[src/rtl/chargen_glyph_writer.sv]
// Glyph write assembler: collects four 32-bit words into a 128-bit glyph, then commits it.
// Optional byte strobes (in_strb) are enabled with the GLYPH_WR_BSTRB_EN macro.
module chargen_glyph_writer #(
  parameter int CHARACTER_SET_COUNT = 27,
  parameter int CNT_W = 16,
  localparam int IDX_W = $clog2(CHARACTER_SET_COUNT)
) (
  input  logic             clk,
  input  logic             rst_n,
  input  logic             in_valid,
  output logic             in_ready,
  input  logic [IDX_W-1:0] in_index,
  input  logic [1:0]       in_word,
  input  logic [31:0]      in_data,
`ifdef GLYPH_WR_BSTRB_EN
  input  logic [3:0]       in_strb,
`endif
  output logic             mem_we,
  input  logic             mem_ready,
  output logic [IDX_W-1:0] mem_addr,
  output logic [127:0]     mem_wdata,
  output logic             busy,
  output logic             err_abort,
  output logic             err_range,
  input  logic             err_clr,
  output logic [CNT_W-1:0] glyph_cnt
);

  typedef enum logic {COLLECT, COMMIT} state_e;

  state_e           state_q, state_d;
  logic [127:0]     buf_q, buf_d;
  logic [15:0]      mask_q, mask_d, base;
  logic [IDX_W-1:0] idx_q, idx_d;
  logic             ea_q, ea_d;
  logic             er_q, er_d;
  logic [CNT_W-1:0] cnt_q, cnt_d;
  logic [3:0]       strb;
  logic             oor;

`ifdef GLYPH_WR_BSTRB_EN
  assign strb = in_strb;
`else
  assign strb = 4'hF;
`endif

  // Widened compare so a power-of-two count still has room for the limit
  assign oor = {1'b0, in_index} >= (IDX_W+1)'(CHARACTER_SET_COUNT);

  always_comb begin
    state_d = state_q;
    buf_d   = buf_q;
    mask_d  = mask_q;
    base    = mask_q;
    idx_d   = idx_q;
    ea_d    = err_clr ? 1'b0 : ea_q;
    er_d    = err_clr ? 1'b0 : er_q;
    cnt_d   = cnt_q;
    unique case (state_q)
      COLLECT: begin
        if (in_valid) begin
          if (oor) begin
            er_d = 1'b1;
          end else begin
            if (in_index != idx_q && mask_q != '0) begin
              base = '0;
              ea_d = 1'b1;
            end
            idx_d  = in_index;
            mask_d = base;
            for (int b = 0; b < 4; b++) begin
              if (strb[b]) begin
                buf_d[{in_word, 2'(b)}*8 +: 8] = in_data[b*8 +: 8];
                mask_d[{in_word, 2'(b)}] = 1'b1;
              end
            end
            if (&mask_d) state_d = COMMIT;
          end
        end
      end
      COMMIT: begin
        if (mem_ready) begin
          state_d = COLLECT;
          mask_d  = '0;
          if (~&cnt_q) cnt_d = cnt_q + 1'b1;
        end
      end
      default: state_d = COLLECT;
    endcase
  end

  always_ff @(posedge clk or negedge rst_n) begin
    if (!rst_n) begin
      state_q <= COLLECT;
      buf_q   <= '0;
      mask_q  <= '0;
      idx_q   <= '0;
      ea_q    <= 1'b0;
      er_q    <= 1'b0;
      cnt_q   <= '0;
    end else begin
      state_q <= state_d;
      buf_q   <= buf_d;
      mask_q  <= mask_d;
      idx_q   <= idx_d;
      ea_q    <= ea_d;
      er_q    <= er_d;
      cnt_q   <= cnt_d;
    end
  end

  assign in_ready  = (state_q == COLLECT);
  assign mem_we    = (state_q == COMMIT);
  assign mem_addr  = idx_q;
  assign mem_wdata = buf_q;
  assign busy      = (mask_q != '0) || mem_we;
  assign err_abort = ea_q;
  assign err_range = er_q;
  assign glyph_cnt = cnt_q;

endmodule

[config.mk]
export PLATFORM = sky130hd
export DESIGN_NAME = chargen_glyph_writer
export DESIGN_NICKNAME = d
export VERILOG_FILES = /design/src/rtl/chargen_glyph_writer.sv
export SDC_FILE = /design/constraint.sdc
export NUM_CORES = 1
export LEC_CHECK = 0
export BUFFER_PORTS_ARGS = -buffer_cell sky130_fd_sc_hd__buf_2
export CORE_UTILIZATION = 56
export DETAILED_ROUTE_END_ITERATION = 10
export PLACE_DENSITY = 0.92
export SYNTH_ARGS = -nofsm -noshare
export SYNTH_HDL_FRONTEND = slang
export SYNTH_SLANG_ARGS = --single-unit
[constraint.sdc]
create_clock -name clk -period 2.65 [get_ports clk]
set_input_delay 0.53 -clock clk [delete_from_list [all_inputs] [get_ports clk]]
set_output_delay 0.53 -clock clk [all_outputs]
set_load 0.1 [all_outputs]
; ---- Yosys cells after proc, flatten, opt, wreduce, memory -nomap -nowiden
; Cells that the tools add are included.
[totals]
ff_bits = 168
latch_bits = 0
ram_bits = 0
mem_bits_ro = 0
input_bits = 44
output_inout_bits = 154
word_cells = 107
n_memories = 0
[classes]
add_sub_neg = 5
multipliers = 0
div = 0
order_cmp = 9
n_eq_ne = 4
shifts = 8
mux = 55
n_bitwise = 7
reduce_logical = 12
[ops]
columns = op, count
row1 = $mux W128, 9
row2 = $bwmux W128, 4
row3 = $shift A8 B34 Y128 const A, 4
row4 = $shiftx A8 B34 Y128, 4
row5 = $mux W16, 19
row6 = $neg A7 Y34, 4
row7 = $pmux W16 S2, 1
row8 = $reduce_and A16 Y1, 2
row9 = $lt A4 B5 Y1 const B, 4
row10 = $mux W1, 17
row11 = $add A16 B1 Y16 const B, 1
row12 = $ge A4 B1 Y1 const B, 4
row13 = $or A16 B13 Y16, 1
row14 = $or A16 B14 Y16, 1
row15 = $or A16 B15 Y16, 1
row16 = $or A16 B16 Y16, 1
row17 = $reduce_bool A16 Y1, 1
row18 = $reduce_and A3 Y1, 3
row19 = $demux W1 S2, 4
row20 = $ne A2 B2 Y1 const B, 3
row21 = $ge A5 B5 Y1 const B, 1
row22 = $logic_and A1 B1 Y1, 5
row23 = $ne A5 B5 Y1, 1
row24 = $not A1 Y1, 3
row25 = other kinds (2), 2

; ---- Longest topological paths before layout
; Gate-level depths: netlist of run 1.
[logic_depth]
word_depth = 27
depth_mapped = 7
ltp_nobuf = 6

; ---- Worst setup path before layout of run 1
; No wires, ideal clock.
[synth_path]
kind = flip-flop to output port
from = register state_q (netlist: mem_we)
to = output port busy
arrival_ns = 2.538
required_ns = 2.120
path_slack_ns = -0.418
path_stages_with_launch = 3
n_path_buf = 0
cell_sequence = dfrtp_1 inv_1 nand2_1
[synth_between]
elab_chain_len = 1
[synth_rtl]
columns = item, line_no
row1 = from (decl), 31  ; state_e state_q, state_d;
row2 = from (signal assigned), 102  ; state_q <= state_d;
row3 = $logic_or A1 B1 Y1, 116  ; assign busy = (mask_q != '0) || mem_we;
row4 = to (decl), 22  ; output logic busy,
; Every way passes these cells.

; ---- Worst setup path in the final report of run 1
[layout_path]
from = register mask_q[11]
to = output port busy
[layout_between]
elab_chain_len = 2
[layout_rtl]
columns = item, line_no
row1 = from (decl), 33  ; logic [15:0] mask_q, mask_d, base;
row2 = from (signal assigned), 104  ; mask_q <= mask_d;
row3 = $reduce_bool A16 Y1, 116
row4 = $logic_or A1 B1 Y1, 116
; Every way passes these cells.

==> impl_metrics.tcl, run 1 <==
set metrics [dict create \
    synth_top_area_share_pct 59.02 \
    syn2layout_area_growth_pct 26.93 \
    grt_pass1_wl_um 29720 \
    clock-sinks 168 \
    drc 0 \
    rsz0062_at_grt "no" \
    max_slew.worst_pin.slew_ns 1.169 \
    cap_violations 0 \
    synth_seq_cells 168 \
    post_synth.cell_area_avg_um2 9.536 \
    setup_violations 0 \
    pwr-share-clk_pct 34.2 \
    nets 999 \
    switching_share_pct 39.39 \
    worstPathMaxFanout 3 \
    yosysMostFrequentCell "nand2_1" \
    gp_congestion 0.8710 \
    fin_crit_ns 2.407 \
    synthTopCellsByCount "281 x nand2_1, 168 x dfrtp_1, 130 x o21ai_0" \
    cts_buffer_depth 2 \
    dieWidth_um 114.8 \
    grt_pass1_vias 6017 \
    status "complete, no violations" \
    track_usage_pct 29.41 \
    final_layout_size_suffix_gt1_share_pct 29.09 \
    finalHoldViolCount 0 \
    hp-class "input port to async pin" \
    internal-power_w 0.004789 \
    clockRootBuffer "clkbuf_16" \
    clock_skew_ns 0.004498 \
    tritoncts "built" \
    slew_headroom_pct 21.72 \
    num_antenna_cells 0 \
    fin_total_pwr_w 0.007902 \
    fin_crit_sh_pct 90.82 \
    drt_iter0_drc 335 \
    clock_latency_ns 0.42 \
    rows 40 \
    path_clk_slew_ns 0.06 \
    fin_cells 1127 \
    switchingPower_w 0.003113 \
    place_hpwl_um 12300 \
    wl_um 18250 \
    start_util_pct 58.33 \
    async_flop_share_pct 100.0 \
    first_pass_iters 5 \
    post_cts_buffers 0 \
    core-area_um2 12210 \
    design.portCount 198 \
    dieArea_um2 13170 \
    syn_area_um2 7123 \
    ys.flop_type "dfrtp_1" \
    synthDistinctLibCells 45 \
    cp-start-kind "flop" \
    cts_buffers 17 \
    r2r-end "mem_wdata[14]" \
    timing.rr.start "mem_we" \
    place_inst 1095 \
    die_y_um 114.8 \
    report.final.slew_viol_count 0 \
    post_cts_resized 0 \
    avgRoutedWirePerCell_um 16.19 \
    pwr-share-seq_pct 37.2 \
    final_antenna_net_count 0 \
    comb_power_share_pct 28.6 \
    synthTopCellsByArea "dfrtp_1 59%, nand2_1 15%, o21ai_0 9.1%" \
    ys_seq_area_share_pct 59.02 \
    syn_nets 800 \
    syn_inst 747 \
    yosysTopAreaCell "dfrtp_1" \
    critPathCaptureType "primary output" \
    crit_required_ns 2.12 \
    grt-ovfl-total 0 \
    ys_warn_count 0 \
    reg2regPathDepth 5 \
    fillCellCount 846 \
    cts_hold_buf 0 \
    p_per_area_nw_per_um2 874.0 \
    arrival_ns 1.88 \
    antenna_found_initial 0 \
    criticalPathCategory "flop to primary output" \
    p_leak_nw 4.588 \
    io_buffer_count 197 \
    grt_start_max_net_pins 66 \
    finalSetupTns_ns 0 \
    r2r_setup_slack_ns 0.78 \
    routed_via_density 5.492 \
    fmax_mhz 415.5 \
    vias 6190 \
    htreeDepth 4 \
    peakVddDrop_v 0.0005855 \
    synth-edff-count 0 \
]
-- power groups by stage --
stage / combinational (W) / clock, W / sequential [W]
after detailed placement: 0.00226 / 0 / 0.00297
after global routing: 0.00236 / 0.00282 / 0.00296
after CTS: 0.00227 / 0.00272 / 0.00294
after floorplan: 0.000320 / 0 / 0.00444
final: 0.00226 / 0.00270 / 0.00294
after global placement: 0.00223 / 0 / 0.00297
-- sequential cells by signal, summed over array words and instances, names as in the netlist --
name / flops
mem_wdata: 128
glyph_cnt: 16
mask_q: 16
mem_addr: 5
err_abort: 1
err_range: 1
mem_we: 1
-- critical path, cell delays in order, from the launching register on --
cell and delay (ns):
dfrtp_1 0.40, nor4_1 0.32, and4_1 0.36, nand2_2 0.07, buf_2 0.29
-- how the worst max path moves through the flow --
stage | from | slack, ns | cells after the start | to
CTS | mask_q[11] | 0.22 | 4 | busy
floorplan | mem_we | 0.18 | 2 | busy
detailed placement | in_word[0] | 0.33 | 6 | mem_wdata[22]
finish | mask_q[11] | 0.24 | 4 | busy
global placement | in_word[0] | 0.50 | 6 | mem_wdata[28]
global route | mask_q[1] | 0.16 | 4 | busy
-- routing by layer --
layer	routed length [µm]	share of wire, %	track usage [%]	up-vias
met5	0	0	0	-
met4	301	1.6	10.91	0
met3	1483	8.1	8.540	36
met2	8762	48	47.80	292
met1	7699	42	37.85	2971
li1	-	-	-	2891
-- final cells by class --
type	count	area (µm²)	share of cell area, %
clock buffer	18	429.2	4.747
clock inverter	14	222.7	2.463
inverter	4	18.77	0.2076
multi-input combinational	536	2760	30.53
sequential	168	4205	46.51
tap	168	210.2	2.325
timing repair buffer	219	1195	13.22
-- metrics by stage --
stage | instance area, µm² | worst slack (ns) | util [%] | hold WS, ns
2_1_floorplan | 7131 | 0.1802 | - | 0.2344
3_3_place_gp | 8389 | 0.5019 | 68.70 | 0.4568
3_5_place_dp | 8389 | 0.3338 | 68.70 | 0.4647
4_1_cts | 9041 | 0.2187 | 74.04 | 0.1046
5_1_grt | 9041 | 0.1604 | 74.04 | 0.1331
6_report | 9041 | 0.2434 | 74.04 | 0.09533
-- cell usage in the layout (no fill, tap or decap), types with 8 or more instances in the layout --
cell type	synthesis	routed
ha_1	9	9
xor2_1	15	15
o21ai_1	14	14
nor4_1	8	8
clkbuf_16	0	17
nand2_1	281	280
buf_4	3	19
dfrtp_1	168	167
o21ai_0	130	130
buf_2	20	196
-- logic make-up (layout without fill, tap and decap cells) --
group | count (synthesis) | after routing | share of synthesized area [%]
buffers and inverters | 43 | 255 | 2.775
and+or+nand+nor | 335 | 335 | 20.34
muxes | 4 | 4 | 0.6850
AOI/OAI and AO/OA | 169 | 169 | 13.26
adders and majority gates | 9 | 9 | 1.581
DFF | 168 | 168 | 59.02
xor gates and xnor gates | 19 | 19 | 2.336
No activity file was read; power rests on OpenSTA's default activity.
==> inputs of run 2 (changes only) <==
--- a/config.mk
+++ b/config.mk
@@ -6,9 +6,11 @@
 export NUM_CORES = 1
 export LEC_CHECK = 0
 export BUFFER_PORTS_ARGS = -buffer_cell sky130_fd_sc_hd__buf_2
+export CORE_MARGIN = 2
 export CORE_UTILIZATION = 56
 export DETAILED_ROUTE_END_ITERATION = 10
 export PLACE_DENSITY = 0.92
+export REMOVE_ABC_BUFFERS = 1
 export SYNTH_ARGS = -nofsm -noshare
 export SYNTH_HDL_FRONTEND = slang
 export SYNTH_SLANG_ARGS = --single-unit
==> run 2 against run 1 <==
Against the previous run:
- clock skew increased by 0.0020 ns
- final area decreased by 0.12%
- utilization decreased by 1.9 points
- power decreased by 1.4%
- non-clock buffer count decreased by 1
- flip-flop and latch count unchanged
- clock-buffer cell count increased by 3
- sequential share of layout area about the same
- wire length increased by 0.88%
- critical path type unchanged
- hold slack got worse by 0.020 ns
- first-iteration DRC count increased by 48%
==> impl_metrics.tcl, run 2 (synthesized netlist as in run 1, its figures left out) <==
set metrics [dict create \
    wl_um 18410 \
    final_layout_size_suffix_gt1_share_pct 28.81 \
    crit_chain "nor4_1 -> and4_1 -> nand2_1 -> buf_2" \
    start_util_pct 56.91 \
    clock_latency_ns 0.43 \
    report.final.slew_viol_count 0 \
    drt_iter0_drc 497 \
    fmax_mhz 422.3 \
    grt_pass1_wl_um 28840 \
    rows 41 \
    setup_slack_ns 0.2820 \
    status "complete, no violations" \
    criticalPathCategory "flop to primary output" \
    syn2layout_area_growth_pct 26.77 \
    pwr-share-seq_pct 37.7 \
    arrival_ns 1.84 \
    grt_start_max_net_pins 60 \
    antenna_found_initial 0 \
    clock_skew_ns 0.006532 \
    finalSetupTns_ns 0 \
    cpPeakStageDelay_ns 0.40 \
    final_cell_mix "281 x nand2_1, 196 x buf_2, 168 x dfrtp_1" \
    dieWidth_um 116.8 \
    dp_slack_ns 0.2963 \
    finalHoldViolCount 0 \
    tritoncts "built" \
    switchingPower_w 0.003095 \
    cts_buffer_depth 2 \
    fin_crit_ns 2.368 \
    cp_slowest_cell "dfrtp_1" \
    dieArea_um2 13640 \
    drc 0 \
    htreeDepth 4 \
    fillCellCount 886 \
    routed_via_density 5.414 \
    crit_required_ns 2.12 \
    comb_power_share_pct 29.1 \
    core-area_um2 12520 \
    cp-start-kind "flop" \
    vias 6118 \
    critPathCaptureType "primary output" \
    num_antenna_cells 0 \
    track_usage_pct 27.57 \
    largest_reg_flops 128 \
    grt_pass1_vias 5924 \
    post_cts_resized 0 \
    design.portCount 198 \
    switching_share_pct 39.74 \
    gp_congestion 0.8403 \
    fin_crit_sh_pct 89.36 \
    place_hpwl_um 12120 \
    peakVddDrop_v 0.0005698 \
    worstPathMaxFanout 3 \
    internal-power_w 0.004693 \
    whs_ns 0.07555 \
    pwr-share-clk_pct 33.2 \
    cap_violations 0 \
    final_antenna_net_count 0 \
    setup_violations 0 \
    slew_headroom_pct 23.94 \
    die_y_um 116.8 \
    max_slew.worst_pin.slew_ns 1.135 \
    fin_util_pct 72.14 \
    p_per_area_nw_per_um2 862.5 \
    post_cts_buffers 0 \
    first_pass_iters 5 \
    grt-ovfl-total 0 \
    p_leak_nw 4.597 \
    layout_commonest_cell "nand2_1" \
    clockRootBuffer "clkbuf_16" \
    nets 998 \
    clock-sinks 168 \
    io_buffer_count 197 \
    cts_buffers 17 \
    rsz0062_at_grt "no" \
    avgRoutedWirePerCell_um 16.29 \
    hp-class "input port to async pin" \
    path_clk_slew_ns 0.06 \
    cts_hold_buf 0 \
]
## run 2: cell count changes in the layout (fill, tap and decap cells not counted), moves of 3 or more
| cell | before | now |
|---|---|---|
| buf_4 | 19 | 16 |
| clkbuf_8 | 0 | 4 |
| clkinvlp_4 | 6 | 3 |
| clkinv_2 | 0 | 3 |
## run 2: worst paths after layout
| path | end | slack (ns) | depth (start not counted) | from |
|---|---|---|---|---|
| setup reg to reg | mask_q[0] | 0.84 | 4 | mem_we |
| hold reg to reg | mem_wdata[38] | 0.47 | 2 | mem_wdata[38] |
| setup / recovery | busy | 0.28 | 4 | mask_q[8] |
| max in group asynchronous | glyph_cnt[15] | 1.86 | 2 | rst_n |
| min in group clk | mem_wdata[95] | 0.36 | 3 | in_data[31] |
| hold / removal | mem_wdata[81] | 0.08 | 1 | rst_n |
## run 2: metal layers
layer  vias to the layer above  track usage, %  part of all wire [%]  wire length (µm)
met5                         -               0                     0                 0
met4                         0           12.16                   2.4               437
met3                        43           8.805                   7.7              1412
met2                       264           45.86                    50              9132
met1                      2915           33.15                    40              7425
li1                       2896               -                     -                 -
## run 2: layout make-up
cell class	count	area, µm²	share of cell area, %
clock inverter	11	145.1	1.607
timing repair buffer	218	1212	13.43
tap	172	215.2	2.383
clock buffer	21	480.5	5.321
inverter	4	15.01	0.1663
multi-input combinational	536	2758	30.54
sequential	168	4204	46.56
## run 2: metrics by stage
step / std cells / total power (W) / cell area (µm²)
final: 1130 / 0.007789 / 9030
after global routing: 1130 / 0.008062 / 9030
after CTS: 1130 / 0.007825 / 9030
after detailed placement: 1098 / 0.005240 / 8404
after global placement: 1098 / 0.005192 / 8404
after floorplan: 708 / 0.004737 / 6940
## run 2: power groups by stage
stage	Combinational [W]	Clock (W)	Sequential (W)
after detailed placement	0.00227	0	0.00297
after global routing	0.00237	0.00274	0.00296
after floorplan	0.000301	0	0.00444
after global placement	0.00223	0	0.00296
after CTS	0.00228	0.00262	0.00293
final	0.00227	0.00259	0.00294
## run 2: worst max-delay path: cells and delay by family (launching register included)
kind / cells / cell delay [ns]
simple gates: 3 / 0.71
buf+inv: 1 / 0.30
flops: 1 / 0.40
==> inputs of run 3 (changes only) <==
--- a/config.mk
+++ b/config.mk
@@ -7,9 +7,9 @@
 export LEC_CHECK = 0
 export BUFFER_PORTS_ARGS = -buffer_cell sky130_fd_sc_hd__buf_2
 export CORE_MARGIN = 2
-export CORE_UTILIZATION = 56
+export CORE_UTILIZATION = 47
 export DETAILED_ROUTE_END_ITERATION = 10
-export PLACE_DENSITY = 0.92
+export PLACE_DENSITY = 0.83
 export REMOVE_ABC_BUFFERS = 1
 export SYNTH_ARGS = -nofsm -noshare
 export SYNTH_HDL_FRONTEND = slang
==> constraint.sdc (replaced) <==
create_clock -name clk -period 2.09 [get_ports clk]
set_input_delay 0.418 -clock clk [delete_from_list [all_inputs] [get_ports clk]]
set_output_delay 0.418 -clock clk [all_outputs]
set_load 0.1 [all_outputs]
==> run 3 against run 2 <==
Against the previous run:
- the run now ends with negative setup slack left
- clock-buffer cell count did not move
- critical path depth unchanged
- register-to-register slack worse by 0.49 ns
- via count down 2.7%
- wire length decreased by 1.7%
- non-clock buffer count increased by 9
- clock power is 19% higher
- critical path type unchanged
- largest power group unchanged
==> impl_metrics.tcl, run 3 (synthesized netlist as in run 1, its figures left out) <==
set metrics [dict create \
    tritoncts "built" \
    cpPeakStageDelay_ns 0.40 \
    design.portCount 198 \
    finalHoldViolCount 0 \
    multiInputGateArea_um2 2780 \
    path_delay_family "simple AND/OR/NAND/NOR gates" \
    wl_um 18100 \
    fin_util_pct 62.33 \
    path_buf_inv 1 \
    hp-class "input port to flop" \
    syn2layout_area_growth_pct 28.14 \
    report.final.slew_viol_count 0 \
    p_per_area_nw_per_um2 1062 \
    fin_crit_ns 2.094 \
    num_antenna_cells 0 \
    path_clk_slew_ns 0.06 \
    worstPathMaxFanout 3 \
    crit_chain "nor4_1 -> and4_4 -> nand2_4 -> buf_12" \
    whs_ns 0.2432 \
    hp-start "mem_ready" \
    vias 5953 \
    cts_buffer_depth 2 \
    slew_headroom_pct 65.95 \
    final_cell_mix "280 x nand2_1, 195 x buf_2, 168 x dfrtp_1" \
    cp.depth 4 \
    fin_crit_sh_pct 100.2 \
    regArea_um2 4204 \
    htreeDepth 4 \
    grt-ovfl-total 0 \
    layout_commonest_cell "nand2_1" \
    clockRootBuffer "clkbuf_16" \
    rsz0062_at_grt "yes" \
    drc 0 \
    critPathCaptureType "primary output" \
    critPathLaunch "mask_q[11]" \
    largest_reg_flops 128 \
    finalSetupTns_ns -0.003866 \
    gp_congestion 0.7943 \
    antenna_found_initial 0 \
    drt_iter0_drc 285 \
    fin_total_pwr_w 0.009690 \
    setup_slack_ns -0.003866 \
    clock_latency_ns 0.42 \
    final_antenna_net_count 0 \
    dieWidth_um 127.1 \
    dp_slack_ns 0.1809 \
    place_hpwl_um 12080 \
    cp_slowest_cell "dfrtp_1" \
    avgRoutedWirePerCell_um 15.73 \
    clock-sinks 168 \
    cp-start-kind "flop" \
    cts_buffers 17 \
    final_layout_size_suffix_gt1_share_pct 29.47 \
    peakVddDrop_v 0.0008014 \
    p_leak_nw 4.639 \
    first_pass_iters 5 \
    fmax_mhz 477.6 \
    io_buffer_count 197 \
    track_usage_pct 22.83 \
    max_slew.worst_pin.slew_ns 0.5143 \
    reg2regPathDepth 5 \
    nets 1007 \
    start_util_pct 48.64 \
    cap_violations 0 \
    dieArea_um2 16160 \
    grt_pass1_vias 5654 \
    grt_start_max_net_pins 53 \
    crit_required_ns 1.67 \
    arrival_ns 1.68 \
    core-area_um2 14640 \
    routed_via_density 5.172 \
    status "complete, but fails checks" \
    fillCellCount 1203 \
    violations "negative setup slack" \
    criticalPathCategory "flop to primary output" \
    grt_pass1_wl_um 29190 \
    rows 44 \
    die_y_um 127.1 \
    timing.rr.start "glyph_cnt[0]" \
    setup_violations 1 \
    clock_skew_ns 0.01108 \
    min_delay_path_depth 2 \
]
## run 3: cell types whose count changed in the layout (fill, tap and decap cells not counted), sizes merged
cell / change
bufinv: -1
dlygate4sd3: +1
clkinv: +2
buf: +8
clkinvlp: -1
## run 3: layout make-up
class / count / share of cell area [%]
well taps: 184 / 2.522
repair buffers: 227 / 14.49
multi-input cells: 536 / 30.46
clock inverters: 11 / 1.371
clock buffers: 21 / 4.935
inverters: 4 / 0.1645
flip-flops and latches: 168 / 46.06
## run 3: metrics by stage
| step | std cells | instance area, µm² |
|---|---|---|
| global placement | 1115 | 8482 |
| global route | 1151 | 9128 |
| detailed placement | 1115 | 8482 |
| floorplan | 708 | 6940 |
| finish | 1151 | 9128 |
| CTS | 1149 | 9082 |
## run 3: power by group
part           switching (W)  leakage [nW]  internal (W)
combinational        0.00247          2.10      0.000431
sequential          0.000179          2.26       0.00354
clock                0.00128         0.277       0.00179
## run 3: path summary, 6_finish.rpt
| path | slack, ns | end |
|---|---|---|
| min reg2reg | 0.47 | mem_wdata[45] |
| min in group asynchronous | 0.51 | mem_wdata[1] |
| min | 0.24 | mem_we |
| max | -0.004 | busy |
| max reg2reg | 0.35 | glyph_cnt[8] |
| max in group asynchronous | 0.94 | mem_wdata[62] |
## run 3: layer usage
layer  wire length, µm  vias to the layer above  GRT usage, %
li1                  -                     2905             -
met1              7901                     2826         31.34
met2              8684                      205         35.29
met3              1322                       17         7.580
met4               193                        0         6.012
met5                 0                        -             0
## run 3: repair_timing
action                                  in CTS  in global routing
hold endpoints to repair                    46                  0
hold buffers                                 1                  0
pin swaps                                    1                  2
setup buffers                                1                  2
endpoints found under the setup margin       1                  1
resized for setup                            3                  7
